--- src/rtl/conv_line_extend.sv ---
// conv_line_extend: wraps every raster line with PAD extension pixels on each
// side so downstream convolution windows never see an image border.
// Extension pixels are zeros (ZERO_PAD) or copies of the edge pixel (REPLICATE).
// Optional build macro: CONV_LINE_EXTEND_STATS_EN adds o_line_cnt, a 16-bit
// wrapping count of completed output lines.

package cfg_pkg;
  localparam string EXTEND_STRATEGY = "REPLICATE";
endpackage

module conv_line_extend #(
  parameter int    W               = 8,
  parameter int    PAD             = 1,
  parameter string EXTEND_STRATEGY = cfg_pkg::EXTEND_STRATEGY
) (
  input  logic         clk,
  input  logic         arst_n,
  input  logic         i_vld,
  output logic         i_rdy,
  input  logic [W-1:0] i_dat,
  input  logic         i_sol,
  input  logic         i_eol,
  output logic         o_vld,
  input  logic         o_rdy,
  output logic [W-1:0] o_dat,
  output logic         o_sol,
  output logic         o_eol,
  output logic         o_ext,
`ifdef CONV_LINE_EXTEND_STATS_EN
  output logic [15:0]  o_line_cnt,
`endif
  output logic         o_err
);

  // Handshake: a beat transfers on a rising edge where valid && ready are both
  // high; a producer holds data and flags stable while valid && !ready, and
  // ready may depend combinationally on the consumer's ready (never on valid).

  localparam int            CW       = $clog2(PAD + 1);
  localparam bit            REPL     = (EXTEND_STRATEGY == "REPLICATE");
  localparam logic [CW-1:0] CNT_LAST = CW'(PAD - 1);

  if (!(EXTEND_STRATEGY == "ZERO_PAD" || EXTEND_STRATEGY == "REPLICATE")) begin : g_bad_strategy
    $error("conv_line_extend: EXTEND_STRATEGY must be ZERO_PAD or REPLICATE");
  end
  if (PAD < 1 || PAD > 4) begin : g_bad_pad
    $error("conv_line_extend: PAD must be in 1..4");
  end

  typedef enum logic [1:0] {
    S_IDLE = 2'd0,  // waiting for a start-of-line beat
    S_PRE  = 2'd1,  // emitting left extension, then the held first pixel
    S_BODY = 2'd2,  // passing image pixels straight through
    S_POST = 2'd3   // emitting right extension after the last pixel
  } state_e;

  state_e        state_q, state_d;
  logic [CW-1:0] cnt_q, cnt_d;
  logic [W-1:0]  hold_q, hold_d;
  logic          hold_eol_q, hold_eol_d;
  logic          o_vld_q, o_vld_d;
  logic [W-1:0]  o_dat_q, o_dat_d;
  logic          o_sol_q, o_sol_d;
  logic          o_eol_q, o_eol_d;
  logic          o_ext_q, o_ext_d;
  logic          o_err_q, o_err_d;
  logic          load_en;
  logic          in_rdy;
  logic          in_acc;

  // Pad value: the given edge pixel when replicating, zero otherwise.
  function automatic logic [W-1:0] pad_px(input logic [W-1:0] px);
    return REPL ? px : '0;
  endfunction

  assign load_en = !o_vld_q || o_rdy;
  assign in_rdy  = load_en && (state_q == S_IDLE || state_q == S_BODY);
  assign in_acc  = i_vld && in_rdy;

  // Next-state and next-output computation for the line-extension FSM.
  always_comb begin
    state_d    = state_q;
    cnt_d      = cnt_q;
    hold_d     = hold_q;
    hold_eol_d = hold_eol_q;
    o_vld_d    = o_vld_q;
    o_dat_d    = o_dat_q;
    o_sol_d    = o_sol_q;
    o_eol_d    = o_eol_q;
    o_ext_d    = o_ext_q;
    o_err_d    = o_err_q;
    if (load_en) begin
      // Output slot is free this cycle; it empties unless a branch fills it.
      o_vld_d = 1'b0;
      unique case (state_q)
        S_IDLE: begin
          if (in_acc) begin
            if (i_sol) begin
              hold_d     = i_dat;
              hold_eol_d = i_eol;
              cnt_d      = '0;
              state_d    = S_PRE;
              o_vld_d    = 1'b1;
              o_dat_d    = pad_px(i_dat);
              o_sol_d    = 1'b1;
              o_eol_d    = 1'b0;
              o_ext_d    = 1'b1;
            end else begin
              // Mid-line data with no line open: discard and flag.
              o_err_d = 1'b1;
            end
          end
        end
        S_PRE: begin
          o_vld_d = 1'b1;
          o_sol_d = 1'b0;
          o_eol_d = 1'b0;
          if (cnt_q == CNT_LAST) begin
            o_dat_d = hold_q;
            o_ext_d = 1'b0;
            cnt_d   = '0;
            state_d = hold_eol_q ? S_POST : S_BODY;
          end else begin
            o_dat_d = pad_px(hold_q);
            o_ext_d = 1'b1;
            cnt_d   = cnt_q + CW'(1);
          end
        end
        S_BODY: begin
          if (in_acc) begin
            o_vld_d = 1'b1;
            o_dat_d = i_dat;
            o_sol_d = 1'b0;
            o_eol_d = 1'b0;
            o_ext_d = 1'b0;
            if (i_sol) begin
              o_err_d = 1'b1;
            end
            if (i_eol) begin
              hold_d  = i_dat;
              cnt_d   = '0;
              state_d = S_POST;
            end
          end
        end
        S_POST: begin
          o_vld_d = 1'b1;
          o_dat_d = pad_px(hold_q);
          o_sol_d = 1'b0;
          o_ext_d = 1'b1;
          o_eol_d = (cnt_q == CNT_LAST);
          if (cnt_q == CNT_LAST) begin
            cnt_d   = '0;
            state_d = S_IDLE;
          end else begin
            cnt_d = cnt_q + CW'(1);
          end
        end
        default: state_d = S_IDLE;
      endcase
    end
  end

`ifdef CONV_LINE_EXTEND_STATS_EN
  logic [15:0] line_cnt_q, line_cnt_d;

  // Count completed output lines (the eol beat leaving the output register).
  always_comb begin
    line_cnt_d = line_cnt_q;
    if (o_vld_q && o_rdy && o_eol_q) begin
      line_cnt_d = line_cnt_q + 16'd1;
    end
  end

  assign o_line_cnt = line_cnt_q;
`endif

  // State and output registers, cleared asynchronously.
  always_ff @(posedge clk or negedge arst_n) begin
    if (!arst_n) begin
      state_q    <= S_IDLE;
      cnt_q      <= '0;
      hold_q     <= '0;
      hold_eol_q <= 1'b0;
      o_vld_q    <= 1'b0;
      o_dat_q    <= '0;
      o_sol_q    <= 1'b0;
      o_eol_q    <= 1'b0;
      o_ext_q    <= 1'b0;
      o_err_q    <= 1'b0;
`ifdef CONV_LINE_EXTEND_STATS_EN
      line_cnt_q <= '0;
`endif
    end else begin
      state_q    <= state_d;
      cnt_q      <= cnt_d;
      hold_q     <= hold_d;
      hold_eol_q <= hold_eol_d;
      o_vld_q    <= o_vld_d;
      o_dat_q    <= o_dat_d;
      o_sol_q    <= o_sol_d;
      o_eol_q    <= o_eol_d;
      o_ext_q    <= o_ext_d;
      o_err_q    <= o_err_d;
`ifdef CONV_LINE_EXTEND_STATS_EN
      line_cnt_q <= line_cnt_d;
`endif
    end
  end

  assign i_rdy = in_rdy;
  assign o_vld = o_vld_q;
  assign o_dat = o_dat_q;
  assign o_sol = o_sol_q;
  assign o_eol = o_eol_q;
  assign o_ext = o_ext_q;
  assign o_err = o_err_q;

endmodule

--- config.mk ---
export PLATFORM = sky130hd
export DESIGN_NAME = conv_line_extend
export DESIGN_NICKNAME = d
export VERILOG_FILES = /design/src/rtl/conv_line_extend.sv
export SDC_FILE = /design/constraint.sdc
export NUM_CORES = 1
export LEC_CHECK = 0
export CAP_MARGIN = 10
export CORE_ASPECT_RATIO = 1.1
export CORE_MARGIN = 4
export CORE_UTILIZATION = 40
export CTS_CLUSTER_DIAMETER = 30
export DETAILED_ROUTE_END_ITERATION = 8
export PLACE_DENSITY = 0.74
export REMOVE_ABC_BUFFERS = 1
export SKIP_LAST_GASP = 1
export SLEW_MARGIN = 20
export SYNTH_ARGS = -nofsm -noshare
export SYNTH_HDL_FRONTEND = slang
export SYNTH_SLANG_ARGS = --single-unit
--- constraint.sdc ---
create_clock -name clk -period 1.98 [get_ports clk]
set_input_delay 0.594 -clock clk [delete_from_list [all_inputs] [get_ports clk]]
set_output_delay 0.594 -clock clk [all_outputs]
set_load 0.1 [all_outputs]
==> results of run 1 <==
## path summary, 6_finish.rpt
kind	slack [ps]	depth (start not counted)	to	startpoint
max	20	5	i_rdy	state_q[1]
min	520	1	hold_q[6]	hold_q[6]
max reg2reg	40	7	o_dat[7]	state_q[0]
min reg2reg	520	1	hold_q[6]	hold_q[6]
max in group asynchronous	1090	2	hold_q[7]	arst_n
min in group asynchronous	640	2	o_sol	arst_n
## registers in the layout, indices dropped and copies added (netlist names)
signal and count:
o_err 1, o_ext 1, hold_eol_q 1, o_dat 8
o_eol 1, hold_q 8, o_vld 1, o_sol 1
state_q 2
## layer usage
layer | vias up | part of all wire, %
li1 | 415 | -
met1 | 453 | 42
met2 | 27 | 52
met3 | 2 | 5.1
met4 | 0 | 0.71
met5 | - | 0
## worst reg2reg max path: cells and delay by family (launching register included)
kind | cells | cell delay, ps
fa+ha+maj | 1 | 220
mux | 2 | 610
flops | 1 | 430
buf+inv | 3 | 460
simple gates | 1 | 120
## metrics by stage
stage               utilization (%)  hold WS (ps)
floorplan                         -           298
global route                   65.0           536
CTS                            64.7           521
detailed placement             61.3           491
global placement               61.3           482
finish                         65.0           517
## timing repair
action,4_1_cts,5_1_grt
pin swaps,3,1
resized for setup,13,0
setup endpoints to repair,1,2
gates cloned,0,0
hold buffers,0,0
setup buffers,4,1
## cell usage in the layout, fill, tap and decap left out, types with 2 or more instances in the layout
| cell type | synthesis | final |
|---|---|---|
| ha_4 | 0 | 2 |
| ha_1 | 4 | 2 |
| inv_2 | 0 | 2 |
| nor2_4 | 0 | 2 |
| buf_12 | 0 | 14 |
| clkdlybuf4s50_1 | 0 | 12 |
| nand2_1 | 3 | 3 |
| mux2_2 | 26 | 26 |
| nand2b_1 | 4 | 4 |
| o21ai_0 | 2 | 2 |
| dfrtp_1 | 24 | 24 |
| inv_1 | 4 | 2 |
| buf_4 | 0 | 15 |
| clkbuf_4 | 0 | 3 |
## area by class of cell
class	instances	area (um2)	area share, %
clock buffers	3	22.5	1.21
inverters	4	15.0	0.810
multi-input cells	60	642	34.6
flip-flops and latches	24	601	32.4
well taps	33	41.3	2.23
repair buffers	43	533	28.7
## logic make-up (layout without fill, tap and decap cells)
logic type | after synthesis | count (layout) | synth area share, %
multiplexers | 29 | 29 | 26.7
adder cells (fa/ha/maj) | 4 | 4 | 4.07
flip-flops | 24 | 24 | 48.8
buffers and inverters | 6 | 50 | 2.54
AO/OA/AOI/OAI | 11 | 11 | 8.54
AND/OR/NAND/NOR | 16 | 16 | 9.35
==> out/metrics.cfg, run 1 <==
[yosys]
ys_ff_latch=24
yosys.cell_count.top_type=mux2_2
synth_top_area_share_pct=48.8
syn-instance-count=90
synth.yosys.warnings=0
yosys.cell_types.count=29
synth.top_cells.by_area=dfrtp_1 49%, mux2_2 24%, ha_1 4.1%, nand2b_1 2.0%, nand4_4 1.7%
synth_enable_flop_cells=0
syn_avg_cell_area_um2=13.7
leading_post_synthesis_cells_by_instance_count=26 x mux2_2, 24 x dfrtp_1, 4 x ha_1, 4 x inv_1, 4 x nand2b_1
synth_largest_area_cell=dfrtp_1
async_reset_ff_share_pct=100
synth_flop_cell=dfrtp_1
synth.cell_area_um2=1230
synth_seq_area_share_pct=48.8

[sta]
tightest_slew_ps=320
hold_viol=0
unrepaired_setup_endpoints_after_global_routing=true
slew_violations=0
slew_headroom_pct=78.6
setup_ws_ps=16.1
setup_violations=0
layout_min_cycle_time_ps=1960
final.setup.tns_ps=0
post-route-period-util_pct=99.2
fmax_ghz=0.509
final.setup_skew_ps=9.01

[die]
std_cell_rows=20
fp.coreArea_um2=2850
design.portCount=28
design.die.area_um2=4030
initial_util_pct=43.2
die_height_um=66.2
die_w_um=60.9

[clock_network]
worstSkewPairLatency_ps=310
cts_num_sinks=24
cts_made_buffers=3
clock_transition_at_the_register_clock_pins_on_the_worst_setup_and_hold_paths_after_cts_ps=130
cts_max_level=1
tritoncts_clock_tree=done
clockRootBuffer=clkbuf_4
cts.path.max_buffers=2

[worst_setup_path]
worstSetupPathType=reg -> out
critPathTopFamily=flip-flops
worstPathMaxFanout=4
critical_path.cell_chain=buf_6 -> ha_4 -> nor2_4 -> nor2_4 -> buf_12
critPathBufInv=2
cpPeakStageDelay_ps=440
slowest_stage_cell_on_the_critical_path=dfrtp_1
crit_required_ps=1390
arrival_ps=1370
cp-start-kind=flop
critPathMostFrequentCell=nor2_4
critPathCaptureType=primary output

[place]
finalWeightedCongestion=0.738
postPlaceCellArea_um2=1750
preCtsSetupSlack_ps=-148
buffer_ports.inserted=27
place_inst=159
post-dp-hpwl_mm=1.92

[grt]
grt_first_pass_wirelength_mm=4.57
globalRouteOverflowTotal=0
via_count_of_the_first_global_routing_pass=974
grt-busiest-layer=met2
initial_antenna_violation_count=0
global_route.usage.met2_pct=24.3
met3_usage_pct=3.13
grt_util_all_layers_pct=14.8
grt_start_max_net_pins=25
groute.layer.met1.usage_pct=18.8

[outcome]
outcome=completed

[route]
routedWlPerCell_um=16.0
drt-vias-per-instance=5.37
detailroute.via_count=897
antenna_violating_nets_post_route=0
route.final.wire_length_mm=2.67
drt_pass1_iterations=4
first_iter_violations=16
post-route-drc-count=0

[run]
drv_cap=0

[final_layout]
layout.cells.non_filler=167
antenna_diode_count=0
fillers=222
final_cell_area_um2=1850
final_net_count=154
area.growth.synth_to_final_pct=50.6
drive_above_1_share_pct=55.2

[worst_hold_path]
min_path_type=reg -> reg

Power of run 1 is left out: the tool's default activity adds up to more than one toggle a clock period on the data nets, which glitch-free logic cannot reach.
==> run 2: changes to the inputs <==
--- a/config.mk
+++ b/config.mk
@@ -6,12 +6,14 @@
 export NUM_CORES = 1
 export LEC_CHECK = 0
 export CAP_MARGIN = 10
+export CELL_PAD_IN_SITES_DETAIL_PLACEMENT = 0
+export CELL_PAD_IN_SITES_GLOBAL_PLACEMENT = 1
 export CORE_ASPECT_RATIO = 1.1
 export CORE_MARGIN = 4
-export CORE_UTILIZATION = 40
+export CORE_UTILIZATION = 39
 export CTS_CLUSTER_DIAMETER = 30
 export DETAILED_ROUTE_END_ITERATION = 8
-export PLACE_DENSITY = 0.74
+export PLACE_DENSITY = 0.85
 export REMOVE_ABC_BUFFERS = 1
 export SKIP_LAST_GASP = 1
 export SLEW_MARGIN = 20
==> constraint.sdc (replaced) <==
create_clock -name clk -period 1.98 [get_ports clk]
set_input_delay 0.198 -clock clk [delete_from_list [all_inputs] [get_ports clk]]
set_output_delay 0.198 -clock clk [all_outputs]
set_load 0.1 [all_outputs]
==> out/metrics.cfg, run 2 (synthesis results as in run 1) <==
[sta]
tightest_slew_ps=482
fmax_ghz=0.529
hold_viol=0
final.setup_skew_ps=3.69
worst_hold_slack_ps=225
slew_headroom_pct=67.8
setup_violations=0
unrepaired_setup_endpoints_after_global_routing=false
post-route-period-util_pct=95.4
final.setup.tns_ps=0
layout_min_cycle_time_ps=1890
slew_violations=0

[die]
design.portCount=28
die_w_um=61.6
initial_util_pct=40.4
die_height_um=66.9
design.die.area_um2=4120
std_cell_rows=21
fp.coreArea_um2=3050

[final_layout]
antenna_diode_count=0
layout.cells.most_common=mux2_2
layout.cells.non_filler=160
drive_above_1_share_pct=50.0
top_library_cells_by_usage_in_the_layout_fill_and_taps_aside=26 x mux2_2, 23 x dfrtp_1, 20 x buf_4, 13 x clkdlybuf4s50_1
final_net_count=145
area.growth.synth_to_final_pct=31.0

[place]
post-dp-hpwl_mm=1.86
place_inst=153
buffer_ports.inserted=27
finalWeightedCongestion=0.728

[clock_network]
cts_made_buffers=3
clockRootBuffer=clkbuf_4
cts.path.max_buffers=2
total_of_hold_buffers_inserted_after_clock_tree_synthesis=0
cts_max_level=1
clock_transition_at_the_register_clock_pins_on_the_worst_setup_and_hold_paths_after_cts_ps=130
cts_num_sinks=24
tritoncts_clock_tree=done
worstSkewPairLatency_ps=320

[outcome]
outcome=completed

[run]
drv_cap=0

[worst_setup_path]
arrival_ps=1690
cpPeakStageDelay_ps=450
critPathBufInv=3
crit_required_ps=1780
critical_path.cell_chain=inv_1 -> ha_2 -> buf_4 -> nor2_1 -> nor2_2 -> buf_12
critPathTopFamily=buffers and inverters
worstSetupPathType=reg -> out
slowest_stage_cell_on_the_critical_path=dfrtp_2
worstPathMaxFanout=7
r2r_start=state_q[0]
cp-start-kind=flop
critPathLaunch=state_q[0]
critPathCaptureType=primary output

[worst_hold_path]
min_path_type=in -> async

[grt]
grt_start_max_net_pins=25
via_count_of_the_first_global_routing_pass=856
grt_first_pass_wirelength_mm=3.98
globalRouteOverflowTotal=0
grt_util_all_layers_pct=13.4
initial_antenna_violation_count=0

[route]
drt-vias-per-instance=5.23
antenna_violating_nets_post_route=0
detailroute.via_count=837
drt_pass1_iterations=4
first_iter_violations=15
route.final.wire_length_mm=2.48
routedWlPerCell_um=15.5
post-route-drc-count=0

-- run 2: changes by cell type in the layout (fill, tap and decap cells not counted), sizes merged --
cell	change
buf	-9
clkbuf	+1
clkdlybuf4s50	+1
dlygate4sd2	-1
-- run 2: per-stage QoR --
step | instance area, um2 | setup slack [ps] | util, %
after floorplan | 1210 | -558 | -
after global placement | 1540 | 217 | 50.4
after detailed placement | 1540 | 174 | 50.4
after CTS | 1580 | 7.88 | 51.8
after global routing | 1610 | 24.7 | 52.9
final | 1610 | 90.7 | 52.9
-- run 2: timing repair --
item | CTS | global route
gates resized for setup | 3 | 2
buffers inserted | 0 | 3
hold endpoints to repair | 0 | 0
setup endpoints to repair | 1 | 1
-- run 2: layout make-up --
cell class / count / area, um2
fill: 291 / 1440
multi-input combinational: 60 / 617
sequential: 24 / 602
timing repair buffer: 34 / 300
tap: 34 / 42.5
clock buffer: 4 / 36.3
inverter: 4 / 15.0
-- run 2: path summary, 6_finish.rpt --
| check | end | cells after the start | slack, ps |
|---|---|---|---|
| worst max-delay path | i_rdy | 6 | 90 |
| worst min-delay path | o_vld | 2 | 230 |
| worst max register to register | o_dat[7] | 6 | 150 |
| worst min register to register | o_err | 1 | 490 |
| max in group asynchronous | state_q[0] | 2 | 1500 |
| min in group clk | o_err | 1 | 490 |
-- run 2: layer usage --
metal  track usage (%)  up-vias  part of all wire, %
met5                 0        -                    0
met4              6.37        0                  1.2
li1                  -      396                    -
met1              17.6      406                   44
met3              1.74        4                  6.4
met2              21.5       31                   48
-- run 2: worst register-to-register path: stages (launching register included) --
cell and delay, ps:
dfrtp_2 450, buf_4 140, ha_1 220, nor2_2 110, buf_4 170, mux2_2 350, mux2_1 290
Power of run 2 is left out for the same reason.
==> edit 1, RTL diff (config.mk and constraints of run 1) <==
`W`: 8 -> 9.
--- a/src/rtl/conv_line_extend.sv
+++ b/src/rtl/conv_line_extend.sv
@@ -9,7 +9,7 @@
 endpackage
 
 module conv_line_extend #(
-  parameter int    W               = 8,
+  parameter int    W               = 9,
   parameter int    PAD             = 1,
   parameter string EXTEND_STRATEGY = cfg_pkg::EXTEND_STRATEGY
 ) (
Interface: changed (resized i_dat and o_dat); port bits go from 28 to 30. No check against the original RTL was run, so the function may have changed too.
==> edit 1 against run 1 <==
  * Clock skew shrank 0.0058 ns
  * Worst setup slack gained 0.019 ns
  * Final area grew 7.4%
  * Critical path depth is the same
  * Highest routed layer unchanged
  * Critical path type unchanged
  * Largest cell class is now flip-flops and latches
  * Utilization grew 0.35 points
  * Synthesized area grew 3.4%
  * Via count grew 16%
  * Sequential cell count grew 2
  * Routed wire length grew 10%
Power is not shown: default switching activity piles up to over one toggle a cycle in this logic, so the estimate is an artifact.
==> edit 1: results (changes against run 1) <==
[worst_setup_path]
rrSetupSlack_ns = 0.15  ; +0.11 ns
reg2regPathDepth = 8  ; +1
crit_path_max_fanout = 4  ; unchanged
rr_startpoint = state_q[1]
startpoint_type = flip-flop
worstPathArrival_ns = 1.35  ; -0.02 ns
crit_end = i_rdy
worstReg2RegEnd = hold_q[0]
slowest_stage = dfrtp_2
critical-path-top-delay-family = flip-flops
max_stage_delay_ns = 0.47  ; +0.03 ns

[routing]
first_iter_violations = 40  ; +24
wl_per_cell_um = 15.1  ; -5.7%
wl_met3_um = 150  ; +9.5%
via_count = 1037  ; +16%
wl_met2_um = 1510  ; +8.2%
drt-pass1-iter-count = 4  ; unchanged
highest_layer = met4
wl_met1_um = 1260  ; +12%

[yosys]
yosys_warnings = 0  ; unchanged
yosys-top-cells-area = dfrtp_1 (51%), mux2_2 (11%), mux2i_1 (7.9%), a21oi_1 (5.1%), a31oi_1 (4.9%)
yosys_most_used_dff = dfrtp_1
seq_area_frac_synth_pct = 51.1  ; +2.4 points
synth_top_cells_by_count = dfrtp_1 (26), a21oi_1 (13), mux2_2 (12)
async_reset_ff_share_pct = 100  ; unchanged
ys_types = 28  ; -3.4%

[status]
status = complete, no violations

[layout]
final_nets = 181  ; +18%
diodes = 0  ; unchanged
drive_above_1_share_pct = 41.6  ; -14 points
fillers = 245  ; +10%

[global_routing]
grt.overflow.total = 0  ; unchanged
use_met2_pct = 27.4  ; +3.0 points
antenna_found_initial = 0  ; unchanged
grt_max_degree = 27  ; +8.0%
grt_use_met3_pct = 2.29  ; -0.83 points
use_met1_pct = 19.2  ; +0.46 points
grt_pass1_wl_um = 4840  ; +5.7%
grt.total_usage_pct = 15.3  ; +0.53 points
grt_pass1_vias = 1092  ; +12%

[placed_design]
io_buffer_count = 29  ; +7.4%
hpwl_um = 2090  ; +9.0%
gp_congestion = 0.827  ; +12%

[min_path]
holdPathStages = 1  ; unchanged
min_delay_worst_endpoint = hold_q[8]
worst_hold_path_type = reg2reg
worst_hold_startpoint = hold_q[8]

[sta]
fin_tns_setup_ns = 0  ; unchanged
max_slew_margin_pct = 78.1  ; -0.53 points
clock_skew_ns = 0.00320  ; -0.00581 ns

[clocking]
cts-root-buf = clkbuf_4
h-tree-depth = 1  ; unchanged
clock_path_buffers = 2  ; unchanged
cts_buffers = 3  ; unchanged
cts.reportedPaths.clkPinSlew_ns = 0.14
clk-insertion-delay-late_ns = 0.31  ; about the same

[edit 1: metrics by stage]
stage | cells | worst slack (ns) | hold WS, ns | utilization, % | cell area [sq um]
finish | 195 | 0.0348 | 0.526 | 65.4 | 1990
global route | 195 | -0.0168 | 0.557 | 65.4 | 1990
CTS | 194 | 0.0103 | 0.527 | 65.1 | 1980
global placement | 186 | -0.137 | 0.488 | 61.5 | 1880
floorplan | 105 | -0.930 | 0.298 | - | 1240
detailed placement | 186 | -0.132 | 0.495 | 61.5 | 1880
[edit 1: repair_timing]
action,4_1_cts,5_1_grt
resized for setup,12,1
setup buffers,4,1
setup endpoints to repair,1,1
hold buffers,0,0
pin swaps,2,3
[edit 1: cell type report]
type	instances	area share, %
clock buffers	4	1.82
well taps	34	2.14
multi-input cells	74	31.0
inverters	5	0.942
flip-flops and latches	26	32.7
repair buffers	52	31.3
[edit 1: kinds of logic after synthesis]
kind of cell	share of synthesized area [%]
compound gates	15.9
buf+inv	3.64
flops	51.1
simple gates	6.88
fa+ha+maj	3.93
mux	18.5
==> edit 2, RTL diff (config.mk and constraints of run 1) <==
Made on the original files. Register the output `o_err` once more, with the module's reset; this adds one clock of latency there. The other outputs are not delayed to match.
--- a/src/rtl/conv_line_extend.sv
+++ b/src/rtl/conv_line_extend.sv
@@ -214,7 +214,13 @@
   assign o_sol = o_sol_q;
   assign o_eol = o_eol_q;
   assign o_ext = o_ext_q;
-  assign o_err = o_err_q;
+  always_ff @(posedge clk or negedge arst_n) begin
+    if (!arst_n) begin
+      o_err <= '0;
+    end else begin
+      o_err <= o_err_q;
+    end
+  end
 
 endmodule
 
Check against the original RTL: not equivalent (Yosys sat finds a counterexample within 4 cycles, from zero or initial values and one cycle with arst_n low).
==> edit 2 against run 1 <==
  * Sequential share of layout area rose by 0.29 points
  * Via count is 2.9% higher
  * Synthesized area grew 2.0%
  * Final area increased by 3.4%
  * Maximum frequency up 1.4%
  * Routed wire length is 1.5% higher
  * Sequential cell count up 1
  * Worst setup slack better by 0.027 ns
  * Count of clock-buffer cells in the layout stayed put
  * Utilization decreased by 1.5 points
  * Largest cell class unchanged
  * Highest routed layer unchanged
Power is left out: the tool's default activity adds up to more than one toggle a clock period on the data nets, which glitch-free logic cannot reach.
==> edit 2: results (changes against run 1) <==
[status]
status = complete, no violations

[routing]
wl_met1_um = 1170  ; +3.8%
wirelength_um = 2710  ; +1.5%
first_iter_violations = 20  ; +4
via_count = 923  ; +2.9%
highest_layer = met4
wl_met2_um = 1380  ; -1.0%
wl_met3_um = 157  ; +15%
drt-pass1-iter-count = 4  ; unchanged

[global_routing]
antenna_found_initial = 0  ; unchanged
grt.total_usage_pct = 15.2  ; +0.39 points
grt_max_degree = 26  ; +4.0%
grt_pass1_vias = 1027  ; +5.4%
grt_pass1_wl_um = 4670  ; +2.1%

[clocking]
clock_path_buffers = 2  ; unchanged
cts_buffers = 3  ; unchanged
cts-root-buf = clkbuf_4
cts.reportedPaths.clkPinSlew_ns = 0.13  ; about the same
h-tree-depth = 1  ; unchanged
clk-insertion-delay-late_ns = 0.32
ctsHoldBuffers = 0  ; unchanged

[yosys]
ys_types = 29  ; unchanged
seq_area_frac_synth_pct = 49.8  ; +1.0 points
yosys_most_used_dff = dfrtp_1
synth_top_cells_by_count = mux2_2 (26), dfrtp_1 (25), ha_1 (4), inv_1 (4), nand2b_1 (4)
async_reset_ff_share_pct = 100  ; unchanged
yosys_warnings = 0  ; unchanged
yosys-top-cells-area = dfrtp_1 (50%), mux2_2 (23%), ha_1 (4.0%), nand2b_1 (2.0%), nand4_4 (1.7%)

[min_path]
holdPathStages = 0  ; -1
worst_hold_path_type = reg2reg

[worst_setup_path]
rrSetupSlack_ns = 0.07  ; +0.03 ns
reg2regPathDepth = 7  ; unchanged
crit_path_max_fanout = 3  ; -1
worstPathArrival_ns = 1.34  ; -0.03 ns

[run]
drv_cap = 0  ; unchanged

[layout]
drive_above_1_share_pct = 57.6  ; +2.3 points
diodes = 0  ; unchanged
final_nets = 158  ; +2.6%
fillers = 222  ; unchanged

[placed_design]
io_buffer_count = 27  ; unchanged
gp_congestion = 0.760  ; +2.9%
hpwl_um = 1890  ; -1.8%

[sta]
max_slew_margin_pct = 78.0  ; -0.68 points
clock_skew_ns = 0.0104  ; +0.00135 ns

==> edit 2: metrics by stage <==
stage / setup TNS, ns / setup slack [ns] / hold slack, ns / std cells / area, sq um
2_1_floorplan: -0.954 / -0.954 / 0.298 / 89 / 1240
3_3_place_gp: -0.533 / -0.139 / 0.364 / 162 / 1780
3_5_place_dp: -1.35 / -0.142 / 0.369 / 162 / 1780
4_1_cts: 0 / 0.00173 / 0.399 / 171 / 1880
5_1_grt: -0.0289 / -0.0289 / 0.410 / 173 / 1920
6_report: 0 / 0.0433 / 0.398 / 173 / 1920
==> edit 2: layout make-up <==
cell class | instances | area, sq um | area share, %
inverter | 4 | 17.5 | 0.913
clock buffer | 3 | 22.5 | 1.17
clock inverter | 1 | 5.00 | 0.261
tap | 34 | 42.5 | 2.22
multi-input combinational | 60 | 644 | 33.6
sequential | 25 | 627 | 32.7
timing repair buffer | 46 | 559 | 29.2
==> edit 2: timing repair <==
item | in CTS | in global routing
pin swaps | 2 | 4
buffers inserted | 5 | 2
gates resized for setup | 10 | 7
setup endpoints to repair | 1 | 2
==> edit 2: final timing paths <==
path | startpoint | to
max in group asynchronous | arst_n | o_dat[1]
min | o_err_q | o_err
min reg2reg | o_err_q | o_err
min in group asynchronous | arst_n | state_q[0]
max reg2reg | state_q[0] | o_dat[7]
max | state_q[1] | i_rdy
==> edit 2: layer usage <==
metal | up-vias | track usage, %
met2 | 23 | 25.5
met5 | - | 0
met1 | 474 | 19.2
met4 | 0 | 4.51
met3 | 2 | 3.10
li1 | 424 | -
==> edit 2: kinds of logic (layout without fill, tap and decap cells) <==
family	count (synthesis)	after routing	synth area share, %
adder cells (fa/ha/maj)	4	4	3.98
AO/OA/AOI/OAI	11	11	8.37
AND/OR/NAND/NOR	16	16	9.16
flip-flops	25	25	49.8
multiplexers	29	29	26.2
buffers and inverters	6	54	2.49
==> edit 2: critical path, cell delays in order, from the launching register on <==
cell     delay [ns]
dfrtp_1        0.44
buf_6          0.14
ha_4           0.16
nor2_4         0.10
nor2_4         0.05
buf_12         0.16
